--- src/rtl/arb4_pkg.sv ---
// ---------------------------------------------------------------------------
// arb4_pkg
// Shared types and helpers for the four-channel round-robin arbiter.
//   N_CH        : number of producer channels
//   SEL_W       : width of a channel index / mux select
//   arb_state_t : arbiter FSM state (IDLE, GRANT)
//   pick_t      : picker result (found flag + winning index)
//   rr_next()   : first set request in search order start, start+1, ... mod N_CH
// Optional feature macro used by the top level: ARB4_STATS_EN
// ---------------------------------------------------------------------------
package arb4_pkg;

  localparam int N_CH  = 4;
  localparam int SEL_W = 2;

  typedef enum logic {
    IDLE  = 1'b0,
    GRANT = 1'b1
  } arb_state_t;

  typedef struct packed {
    logic             found;
    logic [SEL_W-1:0] idx;
  } pick_t;

  // Walks the search order backwards so the closest-to-start requester is the
  // last one written, which leaves it as the winner without an early exit.
  function automatic pick_t rr_next(input logic [N_CH-1:0]  req,
                                    input logic [SEL_W-1:0] start);
    pick_t            p;
    logic [SEL_W-1:0] c;
    p = '0;
    for (int k = N_CH - 1; k >= 0; k--) begin
      c = start + SEL_W'(k);
      if (req[c]) begin
        p.found = 1'b1;
        p.idx   = c;
      end
    end
    return p;
  endfunction

endpackage

--- src/rtl/rr_pick4.sv ---
// ---------------------------------------------------------------------------
// rr_pick4
// Combinational round-robin picker over four requests.
//   req   in  4 : request vector (caller applies any masking)
//   start in  2 : highest-priority channel for this search
//   idx   out 2 : winning channel (meaningful only when found=1)
//   found out 1 : at least one request was set
// ---------------------------------------------------------------------------
module rr_pick4
  import arb4_pkg::*;
(
  input  logic [N_CH-1:0]  req,
  input  logic [SEL_W-1:0] start,
  output logic [SEL_W-1:0] idx,
  output logic             found
);

  pick_t pick;

  assign pick  = rr_next(req, start);
  assign idx   = pick.idx;
  assign found = pick.found;

endmodule

--- src/rtl/arb4_rr.sv ---
// ---------------------------------------------------------------------------
// arb4_rr
// Round-robin arbiter for four producers feeding Mux4. Holds the select for
// the whole transfer and acknowledges the winner when the consumer accepts.
//   CNT_W           : grant counter width (used only with ARB4_STATS_EN)
//   clk       in  1 : clock, rising edge
//   rst_n     in  1 : asynchronous active-low reset
//   req       in  4 : req[i] = channel i holds an item (held until ack[i])
//   ack       out 4 : one-hot, combinational; transfer from channel i now
//   select    out 2 : registered mux select
//   out_valid out 1 : registered; mux output is valid
//   out_ready in  1 : consumer accepts when out_valid && out_ready
//   grant_cnt out 4*CNT_W : saturating per-channel transfer counts
//                           (only when ARB4_STATS_EN is defined)
// Macro ARB4_STATS_EN adds the grant_cnt port and counters.
// ---------------------------------------------------------------------------
module arb4_rr
  import arb4_pkg::*;
#(
  parameter int CNT_W = 16
) (
  input  logic             clk,
  input  logic             rst_n,
  input  logic [N_CH-1:0]  req,
  output logic [N_CH-1:0]  ack,
  output logic [SEL_W-1:0] select,
  output logic             out_valid,
  input  logic             out_ready
`ifdef ARB4_STATS_EN
  ,
  output logic [N_CH*CNT_W-1:0] grant_cnt
`endif
);

  arb_state_t       state_q;
  logic [SEL_W-1:0] select_q;
  logic [SEL_W-1:0] ptr_q;

  logic [N_CH-1:0]  sel_onehot;
  logic             transfer;
  logic [N_CH-1:0]  pick_req;
  logic [SEL_W-1:0] pick_start;
  logic [SEL_W-1:0] pick_idx;
  logic             pick_found;

  assign sel_onehot = N_CH'(1) << select_q;
  assign transfer   = (state_q == GRANT) && out_ready;

  // In GRANT the picker is only consulted on a transfer cycle; the served
  // channel is masked so it can never win twice in a row.
  // NOTE: every signal driven in always_comb gets a default first, so no path
  // leaves it unassigned and no latch is inferred.
  always_comb begin
    pick_req   = req;
    pick_start = ptr_q;
    if (state_q == GRANT) begin
      pick_req   = req & ~sel_onehot;
      pick_start = select_q + SEL_W'(1);
    end
  end

  rr_pick4 u_pick (
    .req   (pick_req),
    .start (pick_start),
    .idx   (pick_idx),
    .found (pick_found)
  );

  // NOTE: state registers use non-blocking assignments so every flop samples
  // the pre-edge values, independent of statement order.
  always_ff @(posedge clk or negedge rst_n) begin
    if (!rst_n) begin
      state_q  <= IDLE;
      select_q <= '0;
      ptr_q    <= '0;
    end else begin
      case (state_q)
        IDLE: begin
          if (pick_found) begin
            select_q <= pick_idx;
            state_q  <= GRANT;
          end
        end
        GRANT: begin
          if (out_ready) begin
            ptr_q <= select_q + SEL_W'(1);
            if (pick_found) select_q <= pick_idx;  // back-to-back grant
            else            state_q  <= IDLE;
          end
        end
        default: state_q <= IDLE;
      endcase
    end
  end

  // out_valid is the GRANT flop itself, so it is registered and glitch-free.
  assign out_valid = (state_q == GRANT);
  assign select    = select_q;
  assign ack       = transfer ? sel_onehot : '0;

`ifdef ARB4_STATS_EN
  logic [CNT_W-1:0] cnt_q [N_CH];

  // NOTE: the counters are a handful of flops rather than a RAM, so they
  // take the asynchronous reset like the rest of the state.
  always_ff @(posedge clk or negedge rst_n) begin
    if (!rst_n) begin
      for (int i = 0; i < N_CH; i++) cnt_q[i] <= '0;
    end else begin
      for (int i = 0; i < N_CH; i++) begin
        if (ack[i] && (cnt_q[i] != {CNT_W{1'b1}})) cnt_q[i] <= cnt_q[i] + 1'b1;
      end
    end
  end

  for (genvar g = 0; g < N_CH; g++) begin : g_cnt_out
    assign grant_cnt[g*CNT_W +: CNT_W] = cnt_q[g];
  end
`endif

endmodule
--- config.mk ---
export PLATFORM = sky130hd
export DESIGN_NAME = arb4_rr
export DESIGN_NICKNAME = d
export VERILOG_FILES = /design/src/rtl/arb4_pkg.sv /design/src/rtl/rr_pick4.sv /design/src/rtl/arb4_rr.sv
export SDC_FILE = /design/constraint.sdc
export NUM_CORES = 1
export LEC_CHECK = 0
export BUFFER_PORTS_ARGS = -buffer_cell sky130_fd_sc_hd__buf_2
export CORE_AREA = 2 2 39 41
export CTS_CLUSTER_DIAMETER = 150
export DETAILED_ROUTE_END_ITERATION = 10
export DIE_AREA = 0 0 41 43
export PLACE_DENSITY_LB_ADDON = 0.1
export SYNTH_ARGS = -nofsm -noshare
export SYNTH_HDL_FRONTEND = slang
export SYNTH_SLANG_ARGS = --single-unit
--- constraint.sdc ---
create_clock -name clk -period 2.2 [get_ports clk]
set_clock_uncertainty 0.1 [all_clocks]
set_input_delay 0.22 -clock clk [delete_from_list [all_inputs] [get_ports clk]]
set_output_delay 0.22 -clock clk [all_outputs]
set_load 0.03 [all_outputs]
==> impl_metrics.toml, run 1 <==
[run_status]
outcome = "finished, final reports clean"

[routing]
drc = 0
first_pass_iters = 4
detail-route-antenna-nets = 0
viasPerCell = 5.04
wl_mm = 1.12
vias = 428
drtIter0Drc = 4
wl_per_cell_um = 13.2

[place]
portBuffers = 13
gp_congestion = 0.823
dpl.hpwl_um = 855
dp_slack_ns = 0.364

[cts]
cts_tree = "yes"
cts-resized-gates = 0
clk-insertion-delay-late_ns = 0.24
cts_root_buffer = "clkbuf_4"
clk_pin_slew_worst_paths_ns = 0.05
numCtsBuffers = 3
clkSinkCount = 5
cts_buffer_depth = 2
cts_hold_buf = 1
postCtsSetupBuffers = 0
htree_levels = 1

[timing]
fin_crit_sh_pct = 84.6
setup_ws_ns = 0.339
max_freq_mhz = 537
slew_violations = 0
whs_ns = 0.223
finalSetupTns_ns = 0
relSlewSlack_pct = 67.1
finalHoldViolations = 0
worst_slew_pin_slew_ns = 0.494
rsz0062_at_grt = "false"
min_period_ns = 1.86
setup_viol = 0

[global_routing]
antenna_found_initial = 0
grt_pass1_wl_mm = 1.77
grt.total_usage_pct = 15.1
grt.overflow.total = 0
grt_pass1_vias = 401
grt_max_degree = 17

[power]
power.leakage_nw = 0.303
powerDensity_nw_per_um2 = 1420
ir_worst_vdd_mv = 0.544

[worst_setup_path]
slowest_stage = "dfrtp_1"
critPathMaxStageDelay_ns = 0.40
rr_worst_depth = 7
worstPathMaxFanout = 5
arrival_ns = 1.93
cp-end-kind = "flip-flop"
regToRegSetupSlack_ns = 0.34
timing.rr.start = "select[1]"
crit_type = "flip-flop to flip-flop"
start_kind = "flip-flop"
path_delay_family = "compound AO/OA/AOI/OAI gates"
crit_required_ns = 2.27
r2r_end = "select[1]"
crit_chain = "inv_1 > ha_1 > mux2_4 > nand2_2 > mux2i_1 > a221o_1 > o21ai_1"
path_buf_inv = 1

[logic_synthesis]
ys_ff_latch = 5
netlist_area_sq_um = 439
synth_cell_type_count = 27
synth_ff_type = "dfrtp_1"
synth_top_cell_by_area = "dfrtp_1"
synth.area.top_cells = "dfrtp_1, ha_1, nand2_1"
synth_top_area_share_pct = 28.5
async_reset_ff_share_pct = 100
syn_area_per_cell_sq_um = 8.78
synth-edff-count = 0
yosysSeqAreaShare_pct = 28.5
ys_top_cells_by_count = "nand2_1, dfrtp_1, and3_1, ha_1"
yosysMostFrequentCell = "nand2_1"
yosys_warnings = 0
syn_inst = 50
synth_nets = 61

[floorplan]
rows = 14
initial_core_util_pct = 31.7
chipWidth_um = 41
io-pin-count = 14
fp.coreArea_sq_um = 1380
die-area_sq_um = 1760
die_h_um = 43

[cells_and_area]
syn2layout_area_growth_pct = 29.3
drive_gt1_share_pct = 37.7
num-nets-final = 81
antenna_cells = 0

[worst_hold_path]
hold_class = "input port to async pin"

[job]
drv_cap = 0
==> through the flow <==
stage	total power, W	cells	cell area [sq um]	utilization [%]
after floorplan	0.000556	50	439	-
after global placement	0.000693	80	532	38.4
after detailed placement	0.000698	80	532	38.4
after CTS	0.000813	85	568	41.0
after global routing	0.000885	85	568	41.0
final	0.000808	85	568	41.0
==> power by group <==
part | internal [W] | total [W] | switching [W]
Combinational | 0.000224 | 0.000530 | 0.000306
Sequential | 0.000131 | 0.000170 | 0.0000388
Clock | 0.0000687 | 0.000108 | 0.0000393
Total | 0.000424 | 0.000808 | 0.000384
==> state kept, by name, indices dropped and copies added, names as in the netlist <==
register and count:
out_valid 1, ptr_q 2, select 2
==> placed cells by master (no fill, tap or decap), drive strengths merged <==
cell type,instances
mux2i,1
ha,4
mux2,2
a221o,1
nand2b,2
inv,3
a22o,1
a21oi,2
clkbuf,4
nand2,9
buf,15
o21ai,4
o221ai,1
a21bo,1
nand3b,1
dlygate4sd3,1
nor3,1
and3,4
nor2,3
a21o,1
a21boi,2
dfrtp,5
o31ai,1
==> kinds of logic after synthesis <==
kind of cell	Yosys count	share of synthesized area (%)
muxes	3	8.26
and+or+nand+nor	20	22.8
DFF	5	28.5
AOI/OAI and AO/OA	14	24.8
adders and majority gates	4	11.4
buffers and inverters	4	4.27
==> layer usage <==
metal	GRT usage [%]	wire, um	up-vias
li1	-	-	215
met1	17.6	473	189
met2	25.3	542	24
met3	6.28	108	0
met4	2.00	0	0
met5	0	0	-
==> how the worst max path moves through the flow <==
stage	end	cells past startpoint	slack [ns]	from
after floorplan	select[1]	7	0.17	select[0]
after global placement	select[1]	4	0.32	out_valid
after detailed placement	select[1]	7	0.36	select[1]
after CTS	select[0]	4	0.35	out_valid
after global routing	select[1]	5	0.22	out_valid
final	select[1]	7	0.34	select[1]
==> worst reg2reg max path, cell delays in order, from the launching register on <==
cell,delay [ns]
dfrtp_1,0.40
inv_1,0.08
ha_1,0.29
mux2_4,0.29
nand2_2,0.07
mux2i_1,0.07
a221o_1,0.37
o21ai_1,0.12
==> final cells by class <==
cell class	instances	area, sq um
well taps	16	20.0
multi-input cells	41	295
clock buffers	4	26.3
flip-flops and latches	5	125
inverters	3	11.3
repair buffers	16	90.1
fillers	145	816
Note: power is estimated with default switching activity, not from simulation.
==> inputs of run 2 (changes only) <==
==> constraint.sdc (replaced) <==
create_clock -name clk -period 1.77 [get_ports clk]
set_clock_uncertainty 0.1 [all_clocks]
set_input_delay 0.177 -clock clk [delete_from_list [all_inputs] [get_ports clk]]
set_output_delay 0.177 -clock clk [all_outputs]
set_load 0.03 [all_outputs]
==> run 2 against run 1 <==
The flow now finishes with violations (negative setup slack). Via count up 2.1%. Power up 39%. Critical path depth unchanged. Worst hold slack worse by 0.044 ns. Design area up 14%. Non-clock buffer count up 5. Sequential cell count unchanged. Register-to-register slack worse by 0.36 ns. Fmax up 3.9%. Die area unchanged. Sequential share of layout area down 2.3 points. Utilization up 5.7 points.
==> impl_metrics.toml, run 2 (synthesized netlist as in run 1, its figures left out) <==
[cts]
cts_root_buffer = "clkbuf_4"
htree_levels = 1
clk-insertion-delay-late_ns = 0.24
cts_buffer_depth = 2
numCtsBuffers = 3
clk_pin_slew_worst_paths_ns = 0.04
cts_tree = "yes"
clkSinkCount = 5

[worst_setup_path]
path_buf_inv = 1
critPathMaxStageDelay_ns = 0.44
slowest_stage = "dfrtp_2"
crit_required_ns = 1.82
crit_chain = "inv_2 > ha_4 > mux2_4 > nand2_2 > mux2i_1 > a221o_1 > o21ai_1"
cp-end-kind = "flip-flop"
crit_type = "flip-flop to flip-flop"
start_kind = "flip-flop"
worstPathMaxFanout = 5
path_delay_family = "compound AO/OA/AOI/OAI gates"
arrival_ns = 1.84

[timing]
finalHoldViolations = 0
setup_ws_ns = -0.0216
relSlewSlack_pct = 76.8
min_period_ns = 1.79
slew_violations = 0
max_freq_mhz = 558
fin_crit_sh_pct = 101
rsz0062_at_grt = "true"
worst_slew_pin_slew_ns = 0.347
whs_ns = 0.179
setup_viol = 1

[place]
dpl.hpwl_um = 820
gp_congestion = 0.685
place_area_sq_um = 589
portBuffers = 13

[routing]
drc = 0
wl_per_cell_um = 11.3
drtIter0Drc = 12
detail-route-antenna-nets = 0
vias = 437
viasPerCell = 4.86
first_pass_iters = 4
wl_mm = 1.02

[floorplan]
die_h_um = 43
chipWidth_um = 41
io-pin-count = 14
rows = 14
fp.coreArea_sq_um = 1380
initial_core_util_pct = 31.7
die-area_sq_um = 1760

[cells_and_area]
antenna_cells = 0
final_cell_mix = "buf_2, nand2_1, buf_4"
num-nets-final = 86
mostFrequentLayoutCell = "buf_2"
final_area_sq_um = 647
drive_gt1_share_pct = 51.4
syn2layout_area_growth_pct = 47.3

[job]
drv_cap = 0

[power]
ir_worst_vdd_mv = 0.903
powerDensity_nw_per_um2 = 1740
power.leakage_nw = 0.328
power_w = 0.00113

[global_routing]
grt_pass1_vias = 403
grt.total_usage_pct = 13.7
grt_pass1_wl_mm = 1.57
antenna_found_initial = 0
grt.overflow.total = 0
grt_max_degree = 16

[run_status]
violations = "negative setup slack"
outcome = "finished, violations left"

[worst_hold_path]
hold_class = "input port to async pin"
run 2: where the power goes:
group | total, W | switching (W) | leakage, nW | internal [W]
clock network | 0.000128 | 0.0000431 | 0.0150 | 0.0000850
registers | 0.000221 | 0.0000530 | 0.0552 | 0.000168
logic | 0.000778 | 0.000394 | 0.258 | 0.000383
run 2: what timing repair did:
action                                  4_1_cts  5_1_grt
hold endpoints to repair                      5        0
hold buffers                                  1        0
resized for setup                             0        5
buffers inserted                              1        0
pin swaps                                     0        0
endpoints found under the setup margin        1        3
run 2: area by class of cell:
cell class,instances,area [sq um]
inverters,3,11.3
flip-flops and latches,5,128
fillers,141,737
repair buffers,21,146
well taps,16,20.0
multi-input cells,41,315
clock buffers,4,26.3
run 2: path summary, 6_finish.rpt:
check                               start   endpoint  slack (ns)  cells past startpoint
worst max-delay path            select[1]  select[1]       -0.02                      7
worst min register to register   ptr_q[1]   ptr_q[1]        0.40                      1
max in group asynchronous           rst_n  select[0]        1.25                      2
worst min-delay path                rst_n  select[1]        0.18                      2
min in group clk                out_ready   ptr_q[0]        0.22                      3
worst max register to register  select[1]  select[1]       -0.02                      7
run 2: stage by stage:
stage / setup TNS (ns) / utilization, % / setup slack [ns] / instances
CTS: -0.0261 / 45.8 / -0.0261 / 90
global placement: 0 / 42.6 / 0.00310 / 84
detailed placement: -0.0195 / 42.6 / -0.0195 / 84
floorplan: -0.00696 / - / -0.00696 / 50
finish: -0.0216 / 46.7 / -0.0216 / 90
global route: -0.168 / 46.7 / -0.0827 / 90
run 2: metal layers:
metal	wire, um	GRT usage [%]	vias to the layer above
met1	476	14.8	198
met3	46	3.14	0
met2	494	21.6	14
li1	-	-	225
met4	0	10.0	0
met5	0	0	-
==> inputs of run 3 (changes only) <==
--- a/config.mk
+++ b/config.mk
@@ -11,6 +11,8 @@
 export DETAILED_ROUTE_END_ITERATION = 10
 export DIE_AREA = 0 0 41 43
 export PLACE_DENSITY_LB_ADDON = 0.1
+export REMOVE_ABC_BUFFERS = 1
+export SKIP_CTS_REPAIR_TIMING = 1
 export SYNTH_ARGS = -nofsm -noshare
 export SYNTH_HDL_FRONTEND = slang
 export SYNTH_SLANG_ARGS = --single-unit
==> constraint.sdc (replaced) <==
create_clock -name clk -period 2.09 [get_ports clk]
set_clock_uncertainty 0.1 [all_clocks]
set_input_delay 0.209 -clock clk [delete_from_list [all_inputs] [get_ports clk]]
set_output_delay 0.209 -clock clk [all_outputs]
set_load 0.03 [all_outputs]
==> run 3 against run 2 <==
The run now ends clean. Setup slack better by 0.25 ns. Non-clock buffer count fell by 5. Sequential cell count unchanged. Global-route usage down 1.5 points. Worst hold slack better by 0.028 ns. Design area is 12% lower. Register-to-register slack better by 0.25 ns. Combinational power down 31%. Critical endpoint unchanged. Largest cell class unchanged.
==> impl_metrics.toml, run 3 (synthesized netlist as in run 1, its figures left out) <==
[routing]
detail-route-antenna-nets = 0
wl_per_cell_um = 11.3
drc = 0
drtIter0Drc = 9
first_pass_iters = 4
wl_um = 961
viasPerCell = 4.71
vias = 400

[cells_and_area]
final.fill_count = 140
syn2layout_area_growth_pct = 29.3
final_area_sq_um = 568
mostFrequentLayoutCell = "buf_2"
antenna_cells = 0
num-nets-final = 81
multiInputGateArea_sq_um = 295
final_cell_mix = "buf_2, nand2_1, dfrtp_1"
drive_gt1_share_pct = 37.7
register_area_sq_um = 125

[place]
gp_congestion = 0.723
dpl.hpwl_um = 785
dp_slack_ns = 0.224
place_area_sq_um = 532
portBuffers = 13

[timing]
worst_slew_pin_slew_ns = 0.525
rsz0062_at_grt = "false"
fin_crit_sh_pct = 89.1
min_period_ns = 1.86
setup_viol = 0
finalSetupTns_ns = 0
setup_ws_ns = 0.227
slew_violations = 0
finalHoldViolations = 0
max_freq_mhz = 537
relSlewSlack_pct = 65.0

[global_routing]
antenna_found_initial = 0
grt_max_degree = 17
grt_pass1_vias = 359
grt.total_usage_pct = 12.1
grt_pass1_wl_mm = 1.46
grt.overflow.total = 0

[power]
power.leakage_nw = 0.303
ir_worst_vdd_mv = 0.652
power_w = 0.000827
powerDensity_nw_per_um2 = 1460

[worst_setup_path]
start_kind = "flip-flop"
crit_type = "flip-flop to flip-flop"
cp-end-kind = "flip-flop"
arrival_ns = 1.92
critPathMaxStageDelay_ns = 0.40
worstPathMaxFanout = 5
slowest_stage = "dfrtp_1"
timing.rr.start = "select[1]"
crit_required_ns = 2.15
crit_chain = "inv_1 > ha_1 > mux2_4 > nand2_2 > mux2i_1 > a221o_1 > o21ai_1"
crit_start = "select[1]"
rr_worst_depth = 7

[floorplan]
die-area_sq_um = 1760
die_h_um = 43
rows = 14
initial_core_util_pct = 31.7
io-pin-count = 14
chipWidth_um = 41
fp.coreArea_sq_um = 1380

[cts]
cts_buffer_depth = 2
cts_root_buffer = "clkbuf_4"
clk-insertion-delay-late_ns = 0.24
htree_levels = 1
cts_tree = "yes"
clkSinkCount = 5
numCtsBuffers = 3
clk_pin_slew_worst_paths_ns = 0.04

[run_status]
outcome = "finished, final reports clean"

[worst_hold_path]
hold_class = "input port to async pin"

[job]
drv_cap = 0
run 3: changes by cell type in the layout (fill, tap and decap cells not counted), sizes merged:
cell	before	now
buf	20	15
run 3: worst max-delay path, delay by kind of cell (launching register included):
family / cells / cell delay, ns
buffers and inverters: 1 / 0.08
and+or+nand+nor: 1 / 0.06
muxes: 2 / 0.36
adders and majority gates: 1 / 0.29
DFF: 1 / 0.40
AOI/OAI and AO/OA: 2 / 0.50
run 3: area by class of cell:
cell class,instances,share of cell area [%]
Timing Repair Buffer,16,15.9
Multi-Input combinational cell,41,52.0
Sequential cell,5,22.0
Tap cell,16,3.52
Clock buffer,4,4.63
Inverter,3,1.98
run 3: routing by layer:
metal	vias up	wire length [um]	global-route usage (%)
li1	216	-	-
met1	172	447	14.1
met2	12	465	20.3
met3	0	48	1.57
met4	0	0	6.00
met5	-	0	0
run 3: final timing paths:
kind                             end  slack (ns)
max                        select[1]        0.23
min                         ptr_q[0]        0.21
max reg2reg                select[1]        0.23
min reg2reg                 ptr_q[0]        0.41
max in group asynchronous   ptr_q[1]        1.56
min in group clk            ptr_q[0]        0.24
run 3: report_power, final:
group          leakage [nW]  switching [W]  internal [W]
clock network        0.0150      0.0000364     0.0000720
logic                 0.231       0.000303      0.000234
registers            0.0575      0.0000432      0.000138
total                 0.303       0.000383      0.000445
run 3: stage by stage:
stage	hold WS (ns)	instances	utilization [%]
2_1_floorplan	-0.187	49	-
3_3_place_gp	-0.0723	80	38.4
3_5_place_dp	-0.0743	80	38.4
4_1_cts	-0.332	84	40.3
5_1_grt	0.219	85	41.0
6_report	0.207	85	41.0
